### src/rtl/load_ext_if.sv
// rtl/load_ext_if.sv - CPU load request and data-memory read port bundle for load_ext.
interface load_ext_if;
  logic        REQ;
  logic [31:0] ADDR;
  logic [1:0]  CTL;
  logic        SGN;
  logic        MEM_RD;
  logic [31:0] MEM_ADDR;
  logic        MEM_ACK;
  logic [31:0] MEM_DIN;
  logic        BUSY;
  logic        VALID;
  logic        ERR;
  logic [31:0] DOUT;

  modport master (
    output REQ, ADDR, CTL, SGN, MEM_ACK, MEM_DIN,
    input  MEM_RD, MEM_ADDR, BUSY, VALID, ERR, DOUT
  );

  modport slave (
    input  REQ, ADDR, CTL, SGN, MEM_ACK, MEM_DIN,
    output MEM_RD, MEM_ADDR, BUSY, VALID, ERR, DOUT
  );
endinterface

### src/rtl/load_ext.sv
// rtl/load_ext.sv - load path: one memory read per request, MSB-aligned extract, zero/sign extend.
// Optional alignment check enabled by defining LOAD_EXT_ALIGN_CHK_EN.
module load_ext #(
  parameter int TIMEOUT = 16,
  parameter int CNT_W   = 8
) (
  input  logic       CLK,
  input  logic       RST_N,
  load_ext_if.slave  bus
);

  typedef enum logic [1:0] {
    S_IDLE = 2'd0,
    S_WAIT = 2'd1,
    S_DONE = 2'd2
  } state_t;

  localparam logic [CNT_W-1:0] LIMIT = CNT_W'(TIMEOUT - 1);

  state_t             state;
  state_t             state_nxt;
  logic [31:0]        addr_q;
  logic [31:0]        dout_q;
  logic [1:0]         ctl_q;
  logic               sgn_q;
  logic               ok_q;
  logic [CNT_W-1:0]   cnt;
  logic [31:0]        ext_data;
  logic               misaligned;

`ifdef LOAD_EXT_ALIGN_CHK_EN
  always_comb begin
    misaligned = 1'b0;
    if (bus.CTL == 2'b10)
      misaligned = bus.ADDR[0];
    else if (bus.CTL == 2'b00 || bus.CTL == 2'b11)
      misaligned = (bus.ADDR[1:0] != 2'b00);
  end
`else
  assign misaligned = 1'b0;
`endif

  // Sub-word items live at the top of the returned word, matching the store path.
  always_comb begin
    ext_data = bus.MEM_DIN;
    case (ctl_q)
      2'b01:   ext_data = {{24{sgn_q & bus.MEM_DIN[31]}}, bus.MEM_DIN[31:24]};
      2'b10:   ext_data = {{16{sgn_q & bus.MEM_DIN[31]}}, bus.MEM_DIN[31:16]};
      default: ext_data = bus.MEM_DIN;
    endcase
  end

  always_ff @(posedge CLK or negedge RST_N) begin
    if (!RST_N)
      state <= S_IDLE;
    else
      state <= state_nxt;
  end

  always_comb begin
    state_nxt = state;
    case (state)
      S_IDLE: if (bus.REQ) state_nxt = misaligned ? S_DONE : S_WAIT;
      S_WAIT: if (bus.MEM_ACK || cnt == LIMIT) state_nxt = S_DONE;
      S_DONE: state_nxt = S_IDLE;
      default: state_nxt = S_IDLE;
    endcase
  end

  always_comb begin
    bus.MEM_RD = (state == S_WAIT);
    bus.BUSY   = (state == S_WAIT) || (state == S_DONE);
    bus.VALID  = (state == S_DONE) && ok_q;
    bus.ERR    = (state == S_DONE) && !ok_q;
  end

  // ok_q records how the read ended; ACK on the limit cycle still completes.
  always_ff @(posedge CLK or negedge RST_N) begin
    if (!RST_N) begin
      addr_q <= '0;
      dout_q <= '0;
      ctl_q  <= '0;
      sgn_q  <= 1'b0;
      ok_q   <= 1'b0;
      cnt    <= '0;
    end else begin
      case (state)
        S_IDLE: begin
          if (bus.REQ) begin
            addr_q <= bus.ADDR;
            ctl_q  <= bus.CTL;
            sgn_q  <= bus.SGN;
            ok_q   <= 1'b0;
            cnt    <= '0;
          end
        end
        S_WAIT: begin
          if (bus.MEM_ACK) begin
            dout_q <= ext_data;
            ok_q   <= 1'b1;
          end else begin
            cnt <= cnt + 1'b1;
          end
        end
        default: ;
      endcase
    end
  end

  assign bus.MEM_ADDR = addr_q;
  assign bus.DOUT     = dout_q;

endmodule

### src/flat_wrapper.sv
// flat-port wrapper written by rule: the top's interface ports become plain ports
module load_ext_flat 
#(
  parameter int TIMEOUT = 16,
  parameter int CNT_W   = 8
)
  (CLK, RST_N, bus_REQ, bus_ADDR, bus_CTL, bus_SGN, bus_MEM_ACK, bus_MEM_DIN, bus_MEM_RD, bus_MEM_ADDR, bus_BUSY, bus_VALID, bus_ERR, bus_DOUT);
  load_ext_if bus_i ();
  input  logic CLK;
  input  logic RST_N;
  input wire logic [$bits(bus_i.REQ)-1:0] bus_REQ;
  input wire logic [$bits(bus_i.ADDR)-1:0] bus_ADDR;
  input wire logic [$bits(bus_i.CTL)-1:0] bus_CTL;
  input wire logic [$bits(bus_i.SGN)-1:0] bus_SGN;
  input wire logic [$bits(bus_i.MEM_ACK)-1:0] bus_MEM_ACK;
  input wire logic [$bits(bus_i.MEM_DIN)-1:0] bus_MEM_DIN;
  output wire logic [$bits(bus_i.MEM_RD)-1:0] bus_MEM_RD;
  output wire logic [$bits(bus_i.MEM_ADDR)-1:0] bus_MEM_ADDR;
  output wire logic [$bits(bus_i.BUSY)-1:0] bus_BUSY;
  output wire logic [$bits(bus_i.VALID)-1:0] bus_VALID;
  output wire logic [$bits(bus_i.ERR)-1:0] bus_ERR;
  output wire logic [$bits(bus_i.DOUT)-1:0] bus_DOUT;
  assign bus_i.REQ = bus_REQ;
  assign bus_i.ADDR = bus_ADDR;
  assign bus_i.CTL = bus_CTL;
  assign bus_i.SGN = bus_SGN;
  assign bus_i.MEM_ACK = bus_MEM_ACK;
  assign bus_i.MEM_DIN = bus_MEM_DIN;
  assign bus_MEM_RD = bus_i.MEM_RD;
  assign bus_MEM_ADDR = bus_i.MEM_ADDR;
  assign bus_BUSY = bus_i.BUSY;
  assign bus_VALID = bus_i.VALID;
  assign bus_ERR = bus_i.ERR;
  assign bus_DOUT = bus_i.DOUT;
  load_ext #(.TIMEOUT(TIMEOUT), .CNT_W(CNT_W)) u_core (.CLK(CLK), .RST_N(RST_N), .bus(bus_i));
endmodule
### config.mk
export PLATFORM = sky130hd
export DESIGN_NAME = load_ext_flat
export DESIGN_NICKNAME = d
export VERILOG_FILES = /design/src/rtl/load_ext_if.sv /design/src/rtl/load_ext.sv /design/src/flat_wrapper.sv
export SDC_FILE = /design/constraint.sdc
export NUM_CORES = 1
export LEC_CHECK = 0
export BUFFER_PORTS_ARGS = -buffer_cell sky130_fd_sc_hd__buf_2
export CAP_MARGIN = 0
export CORE_MARGIN = 2
export CORE_UTILIZATION = 48
export DETAILED_ROUTE_END_ITERATION = 10
export HOLD_SLACK_MARGIN = 0.1
export PLACE_DENSITY = 0.78
export SLEW_MARGIN = 20
export SYNTH_ARGS = -nofsm -noshare
export SYNTH_HDL_FRONTEND = slang
export SYNTH_SLANG_ARGS = --single-unit
### constraint.sdc
create_clock -name CLK -period 2 [get_ports CLK]
set_input_delay 0.1 -clock CLK [delete_from_list [all_inputs] [get_ports CLK]]
set_output_delay 0.1 -clock CLK [all_outputs]
set_load 0.1 [all_outputs]
### Yosys cells after proc, flatten, opt, wreduce, memory -nomap -nowiden

Index checks and enable logic that the tools add are counted.

* add/subtract/negate cells: 1
* eq/ne operators: 9
* multiplexer cells: 10
* bitwise logic cells: 1
* reductions and logical operators: 12

Operators by type and width (count)
* 32-bit case mux with 2 select lines: 1
* 8-bit 2-to-1 mux: 2
* 8-bit case mux with 2 select lines: 1
* 8-bit by 1-bit adder with 8-bit output, second input constant: 1
* 8-bit by 4-bit == test with 1-bit output, second input constant: 1
* 2-bit inequality test, second input constant: 3
* 2-bit AND reduction: 3
* 3-bit AND reduction: 2
* 2-bit by 1-bit == test with 1-bit output, second input constant: 2
* 2-bit == test, second input constant: 2
* 2-bit 2-to-1 mux: 2
* 2-bit case mux with 2 select lines: 1
* 1-bit logical AND: 2
* 2-bit zero test: 1
* 1-bit logical OR: 2
* 1-bit 2-to-1 mux: 2
* 2-bit by 1-bit inequality test with 1-bit output, second input constant: 1
* 1-bit case mux with 2 select lines: 1
* 2-bit nonzero test: 1
* 1-bit AND: 1
* 1-bit zero test: 1

* bits in registers: 78

### Logic depth before layout (Yosys ltp)

Gate-level depths: netlist (run 1).

* depth in word-level cells: 4
* depth in mapped cells: 8
* mapped depth without buffers: 6

### Least setup slack after synthesis (run 1)

Ideal clock, no wire load.

* kind: reg-to-reg
* start: register u_core.state[1]
* end: register u_core.cnt[7]
* library setup time: 0.077 ns
* arrival: 2.365 ns
* required time: 1.923 ns
* path slack: -0.443 ns
* cell stages (with the launch flop): 8
* path buffers: 1
* cell sequence: dfrtp_1 > inv_1 > ha_1 > buf_2 > mux2_4 > nand3_1 > or3_1 > a21oi_1

* longest elaborated chain between the ends: 3
* elaborated cells between the ends (all ways): 7

Ends and longest elaborated chain
* start, declared: RTL line load_ext.sv:20 `state_t state;`
* start signal, assigned: RTL line load_ext.sv:57 `state <= state_nxt;`
* 2-bit by 1-bit == test with 1-bit output *
* net bus_MEM_RD: RTL line flat_wrapper.sv:17 `output wire logic [$bits(bus_i.MEM_RD)-1:0] bus_MEM_RD;`
* 2-bit inequality test (no source line) / 2-bit nonzero test (equally long branches)
* 3-bit AND reduction (no source line)
* end signal, assigned: RTL line load_ext.sv:102 `cnt <= cnt + 1'b1;`
* end, declared: RTL line load_ext.sv:27 `logic [CNT_W-1:0] cnt;`

Mark *: on every way through the listed nets, which the timed path passes. The rest lies on a longest branch.
A chain may end at the register's enable or synchronous reset.

### Worst setup path after layout (run 1)

* start: register u_core.state[1]
* end: register u_core.cnt[7]

* longest elaborated chain between the ends: 3
* elaborated cells between the ends (all ways): 7

Ends and longest elaborated chain
* 2-bit by 1-bit == test with 1-bit output / 2-bit zero test (equally long branches): RTL line load_ext.sv:87 `case (state)`
* 2-bit inequality test (no source line) / 2-bit nonzero test (equally long branches)
* 3-bit AND reduction (no source line)

Several ways; a longest one is shown, not always the timed one.

==> impl_summary.txt, run 1 <==
----------------------------------------------------
[Clocking]
  Buffer type at the clock tree root ... sky130_fd_sc_hd__clkbuf_8
  Buffer levels on the longest clock path ... 2
  Number of gates resized after CTS ... 0
  Cts bufs inserted ... 9
  Sinks on Clock Net ... 78
  Setup bufs post-CTS ... 0
  Insertion delay to the later sink of the worst-skew pair ... 0.35 ns
  Max H-tree Level ... 3
  Clock tree from TritonCTS ... built
  Clock-pin slew of the registers on the worst-case setup and hold paths ... 0.08 ns

[Synth]
  Yosys top cell area share ... 55.8%
  Leading cell types by total area after synthesis ... sky130_fd_sc_hd__dfrtp_1, sky130_fd_sc_hd__mux2_2, sky130_fd_sc_hd__a21oi_1
  Combinational family with the most area after synthesis ... compound AO/OA/AOI/OAI gates
  Post-synth net total ... 398
  XOR/XNOR Fraction of Synth Area ... 1.25%
  Count of state elements after synthesis ... 78
  Biggest area consumer among synthesized cells ... sky130_fd_sc_hd__dfrtp_1
  Adder-cell share of the synthesized area ... 2.51%
  Count of unique library cells instantiated by Yosys ... 29
  Fraction of the yosys area taken by sequential cells ... 55.8%
  Warning count from the yosys run ... 0
  Fraction of the mapped netlist area in simple logic gates ... 10.5%
  Per-instance average area after synthesis ... 10.9 sq um
  Mux share of post-synthesis cell area ... 12.9%
  Synthesized netlist cell count ... 320
  Fraction of the mapped netlist area in compound gates ... 14.0%
  Netlist Area Pre-Place ... 3500 sq um

[Worst setup path]
  Critical path launch point type ... flop
  Data arrival time of the critical path ... 2.05 ns
  Category of the worst setup path capture point ... flop
  Maximum net fanout on the critical path ... 6
  Startpoint-to-endpoint class of the critical path ... flop to flop
  Crit path required time ... 2.27 ns
  Path depth of the worst reg2reg path ... 6

[Final layout]
  Most frequent standard cell in the layout excluding fill and tap cells ... sky130_fd_sc_hd__buf_2
  Synth-to-layout area growth ... 47.8%
  Number of antenna diodes ... 0
  Number of fill cells ... 497
  Commonest non-fill, non-tap cells in the layout ... sky130_fd_sc_hd__buf_2, sky130_fd_sc_hd__dfrtp_1, sky130_fd_sc_hd__dlygate4sd3_1
  Net total in the final layout ... 597
  Layout cell share with drive strength beyond 1 ... 39.1%

[Drt]
  Via total after detailed routing ... 3272
  Routed wire length per instance ... 16.3 microns
  # DRC ... 0
  Vias/cell ... 5.25
  Routed Wire Length ... 10.2 mm
  Number of detailed-route iterations in the first pass ... 4
  Drt initial violations ... 178
  Routed Antenna Nets ... 0

[Placement]
  Final weighted congestion of routability-driven global placement ... 0.829
  HPWL reported at the end of detailed placement ... 6.19 mm
  Buffers on Ports ... 138

[Floorplan]
  Total die area ... 7980 sq um
  Effective utilization at floorplan ... 49.0%
  Horizontal extent of the die ... 89.3 microns
  Die extent in y ... 89.3 microns
  Std-Cell Rows ... 31
  Placeable core region ... 7140 sq um
  # IOs ... 139

[STA]
  Setup tns final ... 0 ns
  Unrepaired setup endpoints after global routing ... no
  Final hold violations ... 0
  Minimum clock period ... 1.78 ns
  Count of endpoints failing setup in the final report ... 0
  Achievable Freq ... 563 MHz
  Max Transition Viols Final ... 0
  Post-Route Skew ... 0.00927 ns
  Final period utilization ... 88.8%
  Slew HR ... 64.9%
  Transition time at the pin with the least slew margin ... 0.526 ns

[Run status]
  Outcome ... finished clean

[Global route]
  Aggregate global-route resource usage ... 26.3%
  Leftover overflow at the end of global routing ... 0
  Global-route wire length before repair ... 15.9 mm
  Initial antenna violation count ... 0
  Maximum number of pins on one net before global-route repair ... 65
  Number of global-route vias before repair ... 3362

[Worst hold path]
  Depth of the worst hold-timing path ... 3
  Worst min path class ... input pin to flop

[Flow run]
  Number of max-capacitance violations reported ... 0

----------------------------------------------------
-- layer usage --
metal	up-vias	track usage (%)	routed length [microns]
li1	1520	-	-
met1	1550	30.6	3850
met3	26	8.68	1020
met5	-	0	0
met2	176	43.9	5050
met4	0	12.8	264
-- Yosys cell counts (all sizes together) --
master	n
nor4	1
a221oi	1
nor2	18
and2	2
o21ai	27
buf	12
o31ai	8
nor2b	13
a22o	1
dfrtp	78
clkbuf	8
inv	4
or3	1
a21oi	37
o211ai	1
mux2i	2
ha	7
and3	2
nand2	35
xor2	5
mux2	38
a31o	1
nand3	5
a22oi	10
nand4	2
and4	1
-- sequential cells by signal, summed over array words and instances (netlist names) --
| register | flops |
|---|---|
| u_core.bus.DOUT | 32 |
| u_core.bus.MEM_ADDR | 32 |
| u_core.cnt | 8 |
| u_core.ctl_q | 2 |
| u_core.state | 2 |
| u_core.ok_q | 1 |
| u_core.sgn_q | 1 |
-- worst max-delay path, stage by stage (launching register included) --
cell,delay (ns)
sky130_fd_sc_hd__dfrtp_1,0.41
sky130_fd_sc_hd__inv_1,0.16
sky130_fd_sc_hd__ha_1,0.30
sky130_fd_sc_hd__mux2_4,0.23
sky130_fd_sc_hd__nand3_1,0.10
sky130_fd_sc_hd__or3_1,0.35
sky130_fd_sc_hd__a21oi_1,0.14
-- worst paths after layout --
path	startpoint	end	slack, ns
setup / recovery	u_core.state[1]	u_core.cnt[7]	0.22
hold / removal	bus_MEM_DIN[20]	u_core.bus.DOUT[20]	0.11
setup reg to reg	u_core.state[1]	u_core.cnt[7]	0.22
hold reg to reg	u_core.bus.DOUT[15]	u_core.bus.DOUT[15]	0.48
max in group asynchronous	RST_N	u_core.bus.MEM_ADDR[21]	1.12
min in group asynchronous	RST_N	u_core.bus.DOUT[9]	0.25
-- final cells by class --
class                           count  area, sq um  area share (%)
Clock buffer                       11          131            2.54
Inverter                            4         15.0           0.291
Timing Repair Buffer              208         1380            26.7
Clock inverter                      5          106            2.06
Multi-Input combinational cell    218         1460            28.2
Sequential cell                    78         1950            37.8
Tap cell                           99          124            2.40
-- kinds of logic after synthesis --
group / after synthesis
AOI/OAI and AO/OA: 86
xor gates and xnor gates: 5
adders and majority gates: 7
buffers and inverters: 24
DFF: 78
muxes: 40
and+or+nand+nor: 80
-- timing repair --
action | in CTS | in global routing
hold buffers | 60 | 0
hold endpoints to repair | 100 | 0
setup endpoints to repair | 0 | 0
-- stage by stage --
stage	cell area (sq um)	instances	hold slack [ns]	util [%]	setup WS [ns]
after floorplan	3510	320	-0.196	-	0.0873
after global placement	4330	547	0.0848	60.6	0.329
after detailed placement	4330	547	0.0875	60.6	0.250
after CTS	5170	623	0.105	72.4	0.211
after global routing	5170	623	0.116	72.4	0.0540
final	5170	623	0.113	72.4	0.225
Power of run 1 is not shown: default switching activity piles up to over one toggle a cycle in this logic, so the estimate is an artifact.
==> run 2: changes to the inputs <==
- BUFFER_PORTS_ARGS: -buffer_cell sky130_fd_sc_hd__buf_2 -> not set
- CORE_UTILIZATION: 48 -> 63
- DONT_BUFFER_PORTS: not set -> 1
==> run 2 against run 1 <==
  * Via count up 1.9%
  * Critical path depth unchanged
  * Cell area down 2.4%
  * Clock skew up 0.015 ns
  * Global-route usage up 13 points
  * Worst hold slack better by 0.024 ns
  * Final cell count down 14%
  * First-iteration DRC count rose to 2.6 times the previous value
  * Register-to-register slack worse by 0.20 ns
  * Critical path type unchanged
==> impl_summary.txt, run 2 (synthesis results as in run 1) <==
----------------------------------------------------
[STA]
  Minimum clock period ... 1.97 ns (+0.198 ns)
  Final period utilization ... 98.6% (+9.9 points)
  Transition time at the pin with the least slew margin ... 0.440 ns (-0.0862 ns)
  Achievable Freq ... 507 MHz (-10%)
  Setup tns final ... 0 ns (unchanged)
  Slew HR ... 70.4% (+5.4 points)
  Unrepaired setup endpoints after global routing ... no
  Count of endpoints failing setup in the final report ... 0 (unchanged)
  Max Transition Viols Final ... 0 (unchanged)
  Final hold violations ... 0 (unchanged)
  Post-Route Skew ... 0.0246 ns (+0.0154 ns)

[Placement]
  HPWL reported at the end of detailed placement ... 5.96 mm (-3.6%)
  Buffers on Ports ... 0 (-100%)
  DP Cell Count ... 447 (-18%)
  Final weighted congestion of routability-driven global placement ... 0.818 (-1.3%)

[Drt]
  Routed Wire Length ... 11.6 mm (+14%)
  Routed wire length per instance ... 21.7 microns (+33%)
  Via total after detailed routing ... 3335 (+1.9%)
  Routed Antenna Nets ... 0 (unchanged)
  Drt initial violations ... 459 (+160%)
  Vias/cell ... 6.22 (+18%)
  Number of detailed-route iterations in the first pass ... 6 (+2)
  # DRC ... 0 (unchanged)

[Run status]
  Outcome ... finished clean

[Worst setup path]
  Launching instance or port of the critical path ... u_core.ctl_q[0]
  Crit path required time ... 2.21 ns (-0.06 ns)
  Maximum net fanout on the critical path ... 11 (+5)
  Category of the worst setup path capture point ... flop
  Startpoint-to-endpoint class of the critical path ... flop to flop
  RR Startpoint ... u_core.ctl_q[0]
  Ordered list of cells on the worst path ... inv_1, ha_1, buf_4, a31o_2, a21oi_1, o31ai_1
  Data arrival time of the critical path ... 2.18 ns (+0.13 ns)
  Critical path launch point type ... flop
  Highest cell delay on the worst timing path ... 0.42 ns (about the same)
  Cell with the largest stage delay on the worst path ... sky130_fd_sc_hd__o31ai_1

[Floorplan]
  # IOs ... 139 (unchanged)
  Placeable core region ... 5440 sq um (-24%)
  Horizontal extent of the die ... 78.5 microns (-12%)
  Total die area ... 6160 sq um (-23%)
  Effective utilization at floorplan ... 64.3% (+15 points)
  Std-Cell Rows ... 27 (-13%)
  Die extent in y ... 78.5 microns (-12%)

[Flow run]
  Number of max-capacitance violations reported ... 0 (unchanged)

[Final layout]
  Final std cells w/o fill ... 536 (-14%)
  Core Util, Final ... 92.7% (+20 points)
  Number of fill cells ... 185 (-63%)
  Net total in the final layout ... 536 (-10%)
  Most frequent standard cell in the layout excluding fill and tap cells ... sky130_fd_sc_hd__dfrtp_1
  Synth-to-layout area growth ... 44.2%
  Layout cell share with drive strength beyond 1 ... 29.2% (-10 points)
  Commonest non-fill, non-tap cells in the layout ... sky130_fd_sc_hd__dfrtp_1, sky130_fd_sc_hd__buf_4, sky130_fd_sc_hd__dlygate4sd3_1

[Clocking]
  Clock-pin slew of the registers on the worst-case setup and hold paths ... 0.10 ns (+0.02 ns)
  Buffer type at the clock tree root ... sky130_fd_sc_hd__clkbuf_8
  Clock tree from TritonCTS ... built
  Cts bufs inserted ... 9 (unchanged)
  Setup bufs post-CTS ... 0 (unchanged)
  Buffer levels on the longest clock path ... 2 (unchanged)
  Insertion delay to the later sink of the worst-skew pair ... 0.37 ns (+0.02 ns)
  Max H-tree Level ... 3 (unchanged)
  Sinks on Clock Net ... 78 (unchanged)

[Global route]
  Initial antenna violation count ... 1 (+1)
  Leftover overflow at the end of global routing ... 0 (unchanged)
  Maximum number of pins on one net before global-route repair ... 79 (+22%)
  Global-route wire length before repair ... 18.1 mm (+14%)
  Number of global-route vias before repair ... 3329 (-0.98%)
  Aggregate global-route resource usage ... 39.7% (+13 points)

[Worst hold path]
  Worst min path class ... input pin to flop
  Startpoint of the worst hold path ... bus_MEM_DIN[31]

----------------------------------------------------
## run 2: metrics by stage
stage | area (sq um) | setup WS, ns | hold WS, ns
floorplan | 3510 | 0.0873 | -0.196
global placement | 4090 | 0.347 | -0.193
detailed placement | 4090 | 0.259 | -0.194
CTS | 5030 | 0.240 | 0.102
global route | 5040 | 0.0223 | 0.164
finish | 5040 | 0.0270 | 0.137
## run 2: area by class of cell
| class | instances | area [sq um] | area share [%] |
|---|---|---|---|
| multi-input combinational | 218 | 1460 | 29.0 |
| timing repair buffer | 147 | 1310 | 26.1 |
| antenna | 1 | 2.50 | 0.0497 |
| tap | 72 | 90.1 | 1.79 |
| inverter | 4 | 15.0 | 0.298 |
| sequential | 78 | 1950 | 38.7 |
| clock inverter | 7 | 81.3 | 1.61 |
| clock buffer | 9 | 124 | 2.46 |
## run 2: what timing repair did
action,4_1_cts,5_1_grt
hold buffers,72,0
resized for setup,0,1
hold endpoints to repair,149,0
endpoints found under the setup margin,0,1
## run 2: path summary, 6_finish.rpt
kind,slack [ns],end,cells after the start
min in group asynchronous,0.29,u_core.bus.DOUT[16],2
worst max register to register,0.03,u_core.bus.DOUT[12],6
worst min register to register,0.49,u_core.bus.DOUT[22],2
worst max-delay path,0.03,u_core.bus.DOUT[12],6
worst min-delay path,0.14,u_core.bus.DOUT[7],4
max in group asynchronous,1.39,u_core.ok_q,2
## run 2: critical path, delay by kind of cell, from the launching register on
kind	cells	cell delay, ns
AO/OA/AOI/OAI	3	0.77
adder cells (fa/ha/maj)	1	0.37
buffers and inverters	2	0.28
flip-flops	1	0.40
## run 2: layer usage
layer / wire length (microns) / GRT usage [%] / vias to the layer above
li1: - / - / 1406
met4: 557 / 23.0 / 0
met2: 5700 / 65.6 / 281
met5: 0 / 0 / -
met1: 4120 / 47.7 / 1590
met3: 1250 / 9.31 / 58
Power of run 2 is left out for the same reason.
